## config.mk

```make
export PLATFORM = sky130hd
export DESIGN_NAME = alu_pipe_datapath
export DESIGN_NICKNAME = d
export VERILOG_FILES = /design/src/rtl/alu_pipe_pkg.sv /design/src/rtl/alu_pipe_regfile.sv /design/src/rtl/alu_pipe_datapath.sv
export SDC_FILE = /design/constraint.sdc
export NUM_CORES = 2
export LEC_CHECK = 0
export ABC_CLOCK_PERIOD_IN_PS = 30300
export BUFFER_PORTS_ARGS = -buffer_cell sky130_fd_sc_hd__buf_2
export CELL_PAD_IN_SITES_DETAIL_PLACEMENT = 0
export CELL_PAD_IN_SITES_GLOBAL_PLACEMENT = 1
export CORE_MARGIN = 3
export CORE_UTILIZATION = 46
export DETAILED_ROUTE_END_ITERATION = 7
export GPL_ROUTABILITY_DRIVEN = 0
export PLACE_DENSITY_LB_ADDON = 0.25
export SLEW_MARGIN = 10
export SYNTH_ARGS = -nofsm -noshare
export SYNTH_HDL_FRONTEND = slang
export SYNTH_SLANG_ARGS = --single-unit
```

## constraint.sdc

```tcl
create_clock -name clk -period 30.3 [get_ports clk]
set_clock_uncertainty 0.1 [all_clocks]
set_input_delay 1.515 -clock clk [delete_from_list [all_inputs] [get_ports clk]]
set_output_delay 1.515 -clock clk [all_outputs]
set_load 0.02 [all_outputs]
```

## src/rtl/alu_pipe_pkg.sv

```systemverilog
// ---------------------------------------------------------------------------
// alu_pipe_pkg
// Shared definitions for the two-stage ALU datapath:
//   alu_op_e  - 3-bit ALU operation encoding driven on alu_ctrl
//   REG_ZERO  - index of the hardwired-zero register
// ---------------------------------------------------------------------------
package alu_pipe_pkg;

   typedef enum logic [2:0] {
      ALU_ADD = 3'd0,
      ALU_SUB = 3'd1,
      ALU_AND = 3'd2,
      ALU_OR  = 3'd3,
      ALU_XOR = 3'd4,
      ALU_SLT = 3'd5,
      ALU_SLL = 3'd6,
      ALU_SRL = 3'd7
   } alu_op_e;

   localparam int unsigned REG_ZERO = 0;

   // op2 comes from the RS2 read port only when alu_src selects the register
   function automatic logic uses_rs2(input logic alu_src);
      return !alu_src;
   endfunction

endpackage

```

## src/rtl/alu_pipe_regfile.sv

```systemverilog
// ---------------------------------------------------------------------------
// alu_pipe_regfile
// 2**ADDR_WIDTH x DATA_WIDTH register file, register REG_ZERO hardwired to 0.
// Ports:
//   clk, rst             clock, async active-high reset (clears every entry)
//   i_raddr1/o_rdata1    async read port 1
//   i_raddr2/o_rdata2    async read port 2
//   i_we/i_waddr/i_wdata sync write port (writes to REG_ZERO are dropped)
//   o_a0                 live contents of register A0_ADDR
// ---------------------------------------------------------------------------
module alu_pipe_regfile
   import alu_pipe_pkg::*;
#(
   parameter int DATA_WIDTH = 32,
   parameter int ADDR_WIDTH = 5,
   parameter int A0_ADDR    = 10
) (
   input  logic                  clk,
   input  logic                  rst,
   input  logic [ADDR_WIDTH-1:0] i_raddr1,
   output logic [DATA_WIDTH-1:0] o_rdata1,
   input  logic [ADDR_WIDTH-1:0] i_raddr2,
   output logic [DATA_WIDTH-1:0] o_rdata2,
   input  logic                  i_we,
   input  logic [ADDR_WIDTH-1:0] i_waddr,
   input  logic [DATA_WIDTH-1:0] i_wdata,
   output logic [DATA_WIDTH-1:0] o_a0
);

   localparam int              NREG     = 2 ** ADDR_WIDTH;
   localparam [ADDR_WIDTH-1:0] ZERO_IDX = ADDR_WIDTH'(REG_ZERO);
   localparam [ADDR_WIDTH-1:0] A0_IDX   = ADDR_WIDTH'(A0_ADDR);

   logic [DATA_WIDTH-1:0] r_mem [NREG];

   always_ff @(posedge clk or posedge rst) begin
      if (rst) begin
         for (int i = 0; i < NREG; i++) begin
            r_mem[i] <= '0;
         end
      end else if (i_we && (i_waddr != ZERO_IDX)) begin
         r_mem[i_waddr] <= i_wdata;
      end
   end

   assign o_rdata1 = (i_raddr1 == ZERO_IDX) ? '0 : r_mem[i_raddr1];
   assign o_rdata2 = (i_raddr2 == ZERO_IDX) ? '0 : r_mem[i_raddr2];
   assign o_a0     = (A0_IDX == ZERO_IDX)   ? '0 : r_mem[A0_IDX];

endmodule

```

## src/rtl/alu_pipe_datapath.sv

```systemverilog
// ---------------------------------------------------------------------------
// alu_pipe_datapath
// Two-stage (issue / execute) register-file + ALU datapath.
// Ports:
//   clk, rst              clock, async active-high reset
//   in_valid / in_ready   issue handshake
//   alu_ctrl, alu_src     operation and op2 select (1: imm, 0: RS2 data)
//   rs1, rs2, rd, we, imm register addresses, write enable, immediate
//   out_valid             one-cycle pulse per retired op
//   alu_out, zero         registered result and result==0 flag
//   a0                    contents of register A0_ADDR
// Build option:
//   ALU_PIPE_FWD_EN  defined   -> EX result bypassed to IS operands, no stall
//                    undefined -> one-cycle stall on a read-after-write hazard
// ---------------------------------------------------------------------------
module alu_pipe_datapath
   import alu_pipe_pkg::*;
#(
   parameter int DATA_WIDTH          = 32,
   parameter int REG_FILE_ADDR_WIDTH = 5,
   parameter int A0_ADDR             = 10
) (
   input  logic                           clk,
   input  logic                           rst,
   input  logic                           in_valid,
   output logic                           in_ready,
   input  logic [2:0]                     alu_ctrl,
   input  logic                           alu_src,
   input  logic [REG_FILE_ADDR_WIDTH-1:0] rs1,
   input  logic [REG_FILE_ADDR_WIDTH-1:0] rs2,
   input  logic [REG_FILE_ADDR_WIDTH-1:0] rd,
   input  logic                           we,
   input  logic [DATA_WIDTH-1:0]          imm,
   output logic                           out_valid,
   output logic [DATA_WIDTH-1:0]          alu_out,
   output logic                           zero,
   output logic [DATA_WIDTH-1:0]          a0
);

   localparam int                       SHW      = $clog2(DATA_WIDTH);
   localparam [REG_FILE_ADDR_WIDTH-1:0] ZERO_IDX = REG_FILE_ADDR_WIDTH'(REG_ZERO);

   // Field widths follow the module parameters, so the stage record is
   // declared here rather than in the package.
   typedef struct packed {
      logic [DATA_WIDTH-1:0]          op1;
      logic [DATA_WIDTH-1:0]          op2;
      alu_op_e                        ctrl;
      logic [REG_FILE_ADDR_WIDTH-1:0] rd;
      logic                           we;
      logic                           valid;
   } ex_stage_t;

   ex_stage_t             r_ex;
   logic [DATA_WIDTH-1:0] r_alu_out;
   logic                  r_zero;
   logic                  r_out_valid;

   logic [DATA_WIDTH-1:0] w_rdata1;
   logic [DATA_WIDTH-1:0] w_rdata2;
   logic [DATA_WIDTH-1:0] w_op1;
   logic [DATA_WIDTH-1:0] w_op2;
   logic [DATA_WIDTH-1:0] w_alu_res;
   logic                  w_ex_writes;
   logic                  w_dep1;
   logic                  w_dep2;
   logic                  w_accept;
   logic                  w_rf_we;

   alu_pipe_regfile #(
      .DATA_WIDTH (DATA_WIDTH),
      .ADDR_WIDTH (REG_FILE_ADDR_WIDTH),
      .A0_ADDR    (A0_ADDR)
   ) u_regfile (
      .clk      (clk),
      .rst      (rst),
      .i_raddr1 (rs1),
      .o_rdata1 (w_rdata1),
      .i_raddr2 (rs2),
      .o_rdata2 (w_rdata2),
      .i_we     (w_rf_we),
      .i_waddr  (r_ex.rd),
      .i_wdata  (w_alu_res),
      .o_a0     (a0)
   );

   // Read-after-write dependency between the EX writer and the IS reader.
   // A register only counts as read through rs2 when op2 selects it.
   assign w_ex_writes = r_ex.valid && r_ex.we && (r_ex.rd != ZERO_IDX);
   assign w_dep1      = w_ex_writes && (rs1 == r_ex.rd);
   assign w_dep2      = w_ex_writes && uses_rs2(alu_src) && (rs2 == r_ex.rd);

`ifdef ALU_PIPE_FWD_EN
   assign in_ready = !rst;
   assign w_op1    = w_dep1 ? w_alu_res : w_rdata1;
   assign w_op2    = alu_src ? imm : (w_dep2 ? w_alu_res : w_rdata2);
`else
   // Holding the op for one cycle lets the EX write land in the register
   // file; the next cycle sees an empty EX stage and so no hazard.
   assign in_ready = !rst && !(in_valid && (w_dep1 || w_dep2));
   assign w_op1    = w_rdata1;
   assign w_op2    = alu_src ? imm : w_rdata2;
`endif

   assign w_accept = in_valid && in_ready;
   assign w_rf_we  = r_ex.valid && r_ex.we;

   always_comb begin
      w_alu_res = '0;
      case (r_ex.ctrl)
         ALU_ADD: w_alu_res = r_ex.op1 + r_ex.op2;
         ALU_SUB: w_alu_res = r_ex.op1 - r_ex.op2;
         ALU_AND: w_alu_res = r_ex.op1 & r_ex.op2;
         ALU_OR:  w_alu_res = r_ex.op1 | r_ex.op2;
         ALU_XOR: w_alu_res = r_ex.op1 ^ r_ex.op2;
         ALU_SLT: w_alu_res = {{(DATA_WIDTH-1){1'b0}},
                               ($signed(r_ex.op1) < $signed(r_ex.op2))};
         ALU_SLL: w_alu_res = r_ex.op1 << r_ex.op2[SHW-1:0];
         ALU_SRL: w_alu_res = r_ex.op1 >> r_ex.op2[SHW-1:0];
         default: w_alu_res = '0;
      endcase
   end

   always_ff @(posedge clk or posedge rst) begin
      if (rst) begin
         r_ex        <= '0;
         r_alu_out   <= '0;
         r_zero      <= 1'b0;
         r_out_valid <= 1'b0;
      end else begin
         // No accept means a bubble enters EX
         r_ex.valid <= w_accept;
         if (w_accept) begin
            r_ex.op1  <= w_op1;
            r_ex.op2  <= w_op2;
            r_ex.ctrl <= alu_op_e'(alu_ctrl);
            r_ex.rd   <= rd;
            r_ex.we   <= we;
         end
         r_out_valid <= r_ex.valid;
         if (r_ex.valid) begin
            r_alu_out <= w_alu_res;
            r_zero    <= (w_alu_res == '0);
         end
      end
   end

   assign out_valid = r_out_valid;
   assign alu_out   = r_alu_out;
   assign zero      = r_zero;

endmodule

```

# Word level (Yosys, flattened, before mapping)

Index checks and enable logic that the tools add are counted.

Flip-flop bits (word level): 1,132
Output and inout port bits: 67
Word-level logic and storage cells: 96
Input port bits: 55

Bitwise operators: 6
Shifts and indexed selects: 2
Add/subtract/negate cells: 2
Eq/ne operators: 9
Order comparisons: 5
Multiplexer cells: 13
Reduce and logical (&&, ||, !) cells: 18

Operators by type and width:

| cell                                                                  | count |
|---|---|
| 1024-bit bitwise mux                                                  | 1 |
| 32-bit binary-select mux with 5-bit select                            | 2 |
| 32-bit two-way mux                                                    | 8 |
| 32-bit case mux with 8 select lines                                   | 1 |
| 32-bit demux with 5-bit select                                        | 1 |
| 32-bit adder                                                          | 1 |
| 32-bit bitwise AND                                                    | 1 |
| 32-bit logical NOT                                                    | 1 |
| 32-bit < comparator                                                   | 1 |
| 32-bit bitwise OR                                                     | 1 |
| 32-bit by 5-bit left shift with 32-bit output                         | 1 |
| 32-bit by 5-bit >> shifter with 32-bit output                         | 1 |
| 32-bit subtractor                                                     | 1 |
| 32-bit XOR                                                            | 1 |
| 6-bit >= comparator (second input constant)                           | 3 |
| 5-bit inverter with 6-bit output                                      | 3 |
| 3-bit == test (second input constant)                                 | 4 |
| 5-bit == test                                                         | 2 |
| 5-bit logical NOT                                                     | 2 |
| 1-bit logical AND                                                     | 9 |
| 3-bit by 2-bit == test with 1-bit output (second input constant)      | 2 |
| 6-bit by 1-bit < comparator with 1-bit output (second input constant) | 1 |
| 5-bit nonzero test                                                    | 1 |
| 3-bit by 1-bit == test with 1-bit output (second input constant)      | 1 |
| 3 further kinds                                                       | 5 |

# Logic depth before layout (Yosys ltp)

Depth after elaboration: 9
Mapped depth: 19
Depth with buffers taken out: 14

# Cells and area by module

Synthesis repeated with hierarchy kept, for this count alone.

Cell total of the unflattened synthesis: 5,467
Area, all modules: 69,136.3 µm²

By module, submodules not included:

| module            | times used | cells each | area an instance (µm²) | seq. area each (µm²) |
|---|---|---|---|---|
| alu_pipe_regfile  | 1          | 3,646      | 54,946.4               | 25,624.6 |
| alu_pipe_datapath | 1          | 1,821      | 14,189.9               | 2,702.6 |

# Worst setup path before layout

No wires, ideal clock.

Path kind: register -> register
Start point: reg r_ex[12] (netlist bit)
End point: reg r_zero, in the netlist zero
Cell stages (with the launch flop): 19
Arrival time: 4.509 ns
Buffers on the path: 5
Period minus slack after synthesis: 4.713 ns
Data required time: 30.096 ns
Setup time: 0.104 ns
Setup slack: 25.587 ns
Cell sequence: dfrtp_1 > buf_2 > buf_2 > buf_2 > inv_1 > buf_1 > ha_1 > clkbuf_1 > or3_1 > a31o_2 > a31oi_1 > nor2_1 > o21ai_0 > mux2_2 > a221oi_1 > nand3_1 > nor4_1 > nand4_1 > o41ai_2

Longest elaborated chain between the ends: 3
Elaborated cells between the ends (all ways): 10
Classes of those cells: 2 x add/sub; 1 x order compare; 2 x shift; 1 x mux; 3 x bitwise; 1 x reduce/logical

Ends and longest elaborated chain:

| item                                            | line                     | source |
|---|---|---|
| start, declared                                 | alu_pipe_datapath.sv:54  | `ex_stage_t r_ex;` |
| 32-bit subtractor, or another cell as far along | alu_pipe_datapath.sv:112 | `ALU_SUB: w_alu_res = r_ex.op1 - r_ex.op2;` |
| 32-bit case mux with 8 select lines (*)         | alu_pipe_datapath.sv:110 | `case (r_ex.ctrl)` |
| 32-bit logical NOT (*)                          | alu_pipe_datapath.sv:143 | `r_zero <= (w_alu_res == '0);` |
| end signal, assigned                            | alu_pipe_datapath.sv:143 |  |
| end, declared                                   | alu_pipe_datapath.sv:56  | `logic r_zero;` |

Mark *: on every way between the ends. The rest lies on a longest branch, timed or not.
A chain may end at the register's enable or synchronous reset.

# Worst setup path in the final report

Start point: reg r_ex[11] (netlist bit)
End point: reg r_zero, in the netlist zero

The elaborated chain is that of the path after synthesis.

==> results.json <==
{
  "nFillCells": 12800,
  "setup_tns_ns": 0,
  "die_area_um2": 147000,
  "multi_input_area_um2": 34500,
  "start_util": 0.466,
  "clk_pin_slew_ns": 0.06,
  "slew_violations": 0,
  "placed_area_um2": 67300,
  "yosys.cell_count.top_type": "dfrtp_1",
  "arrival_ns": 6.87,
  "max_cap_violations": 0,
  "final_core_util": 0.511,
  "nNetsFinal": 6289,
  "yosysTopAreaCell": "dfrtp_1",
  "vias": 53600,
  "routed_wl_mm": 251,
  "fmax_ghz": 0.159,
  "rsz0062_at_grt": "false",
  "ctsResizeCount": 0,
  "power_density_nw_per_um2": 64.8,
  "cellLeakagePower_nw": 30.9,
  "p_sw_frac": 0.341,
  "io_pins": 122,
  "yosysTopAreaCellShare": 0.433,
  "max_slew_margin": 0.163,
  "setup.worst_path.end_class": "register",
  "reg2reg_slack_ns": 24.00,
  "pwr-share-comb": 0.243,
  "synth_cell_types": 80,
  "grt_max_degree": 167,
  "hold_violations": 0,
  "p_clk_frac": 0.352,
  "syn_inst": 6432,
  "via_per_inst": 6.60,
  "dp_cells": 7879,
  "critPathKind": "register to register",
  "die_h_um": 383,
  "hold-path-cell-count": 0,
  "pre_cts_ws_ns": 23.49,
  "intPower_mw": 3.06,
  "rr_worst_depth": 14,
  "drt_iter0_markers": 7072,
  "fin_crit_sh": 0.208,
  "hold_end": "u_regfile.r_mem[1017]",
  "fin_ws_ns": 24.00,
  "design_area_um2": 71700,
  "avgSynthCellArea_um2": 10.2,
  "rows": 137,
  "whs_ns": 0.300,
  "synthTopCellsByCount": "dfrtp_1, nand2_1, o21ai_0",
  "worst_ep_required_time_ns": 30.87,
  "synth_nets": 6586,
  "layoutNonFillerInstCount": 8118,
  "synthArstFlopShare": 1.00,
  "setup_violations": 0,
  "fin_crit_ns": 6.30,
  "cts_tree": "done",
  "yosys_warnings": 0,
  "cts_root_buffer": "clkbuf_16",
  "grt_pass1_vias": 50900,
  "grt_pass1_wl_mm": 366,
  "synth-edff-count": 0,
  "synth_ff_type": "dfrtp_1",
  "seqPwrFrac": 0.405,
  "hp-start": "u_regfile.r_mem[1017]",
  "area_growth_pct": 9.69,
  "firstDrtPassIters": 7,
  "cts_max_level": 4,
  "p_sw_mw": 1.58,
  "core_region_area_um2": 140000,
  "synth-seq-cells": 1132,
  "r2r_start": "r_ex[11]",
  "wl_per_cell_um": 31.0,
  "cts_buffer_depth": 3,
  "regArea_um2": 28300,
  "netlist_area_um2": 65400,
  "drc_errors": 0,
  "port_buffers": 121,
  "finalPower_mw": 4.65,
  "path_max_fanout": 44,
  "cp-start-kind": "register",
  "worst_slew_pin_slew_ns": 1.26,
  "postCtsHoldBufs": 0,
  "status": "finished clean",
  "antenna_found_initial": 6,
  "grt_overflow": 0,
  "track_usage": 0.341,
  "ys_seq_area_frac": 0.433,
  "peakVddDrop_uv": 63.4,
  "post_cts_buffers": 0,
  "synthTopCellsByArea": "dfrtp_1, mux4_2, o21ai_0, nand2_1, mux2i_1",
  "cts_inserted_buffers": 130,
  "insertion_delay_ns": 0.79,
  "r2r-end": "zero",
  "layout-drive-gt1-share": 0.183,
  "hp-class": "register to register",
  "dp_hpwl_mm": 156,
  "cts.sinks": 1132,
  "drtAntennaViolNets": 0,
  "die_w_um": 383
}
==> critical path: stages (launching register included) <==
cell	delay [ns]
dfrtp_4	0.83
clkinv_1	0.78
ha_1	0.57
a21o_1	0.18
and4_1	0.24
o21ai_0	0.72
a31oi_1	0.22
o21ai_0	0.70
nor4_1	0.15
a211oi_1	0.27
xnor2_1	0.15
a211oi_4	0.29
buf_4	0.37
nand4_1	0.25
o41ai_2	0.37
==> sequential cells by signal, summed over array words and instances, names as in the netlist <==
signal and flops:
u_regfile.r_mem 992, r_ex 74, alu_out 32, u_regfile.o_a0 32
out_valid 1, zero 1
==> worst max path at each step <==
stage | startpoint | end | slack, ns | depth (start not counted)
after floorplan | rst | alu_out[0] | 13.06 | 1
after global placement | rst | u_regfile.r_mem[340] | 23.50 | 8
after detailed placement | rst | u_regfile.r_mem[340] | 23.49 | 8
after CTS | r_ex[11] | zero | 24.26 | 14
after global routing | rst | u_regfile.r_mem[340] | 23.74 | 8
final | r_ex[11] | zero | 24.00 | 14
==> cell families after synthesis <==
group	share of synthesized area
compound gates	0.166
mux	0.230
flops	0.433
simple gates	0.0990
xor+xnor	0.00442
fa+ha+maj	0.0192
buf+inv	0.0478
==> power groups by stage <==
stage | combinational (mW) | sequential, mW | clock [mW]
finish | 1.13 | 1.88 | 1.63
global route | 1.21 | 1.90 | 1.72
CTS | 1.11 | 1.87 | 1.66
detailed placement | 1.11 | 1.90 | 0
global placement | 1.10 | 1.89 | 0
floorplan | 0.765 | 1.84 | 0
==> cell type report <==
class                      count  area share
tap                         1876      0.0327
clock buffer                 191      0.0535
inverter                     108     0.00571
clock inverter                41     0.00768
multi-input combinational   4509       0.481
timing repair buffer         254      0.0241
sequential                  1132       0.395
antenna                        7    0.000244
==> layout by cell type, fill, tap and decap left out, types with 11 or more instances in the layout <==
cell type / count
a211oi_1: 26
a21o_1: 14
a21oi_1: 515
a221oi_1: 45
a31oi_1: 22
buf_2: 111
buf_4: 132
clkbuf_1: 30
clkbuf_16: 134
clkbuf_8: 27
clkinv_2: 17
dfrtp_1: 1126
ha_1: 97
inv_1: 104
mux2_2: 102
mux2i_1: 265
mux4_2: 498
nand2_1: 969
nand2_4: 23
nand2b_1: 11
nand3_1: 32
nand4_1: 15
nor2_1: 413
nor2b_1: 15
nor3_1: 35
nor4_1: 16
o211ai_1: 24
o21ai_0: 909
o221ai_1: 72
o22ai_1: 106
o31ai_1: 52
xnor2_1: 27
==> metal layers <==
| layer | vias to the layer above | GRT usage | part of all wire |
|---|---|---|---|
| met3 | 689 | 0.0853 | 0.099 |
| li1 | 22800 | - | - |
| met5 | - | 0 | 0.00012 |
| met4 | 4 | 0.145 | 0.049 |
| met1 | 27200 | 0.475 | 0.41 |
| met2 | 2879 | 0.508 | 0.44 |
(Power assumes the default switching activity.)
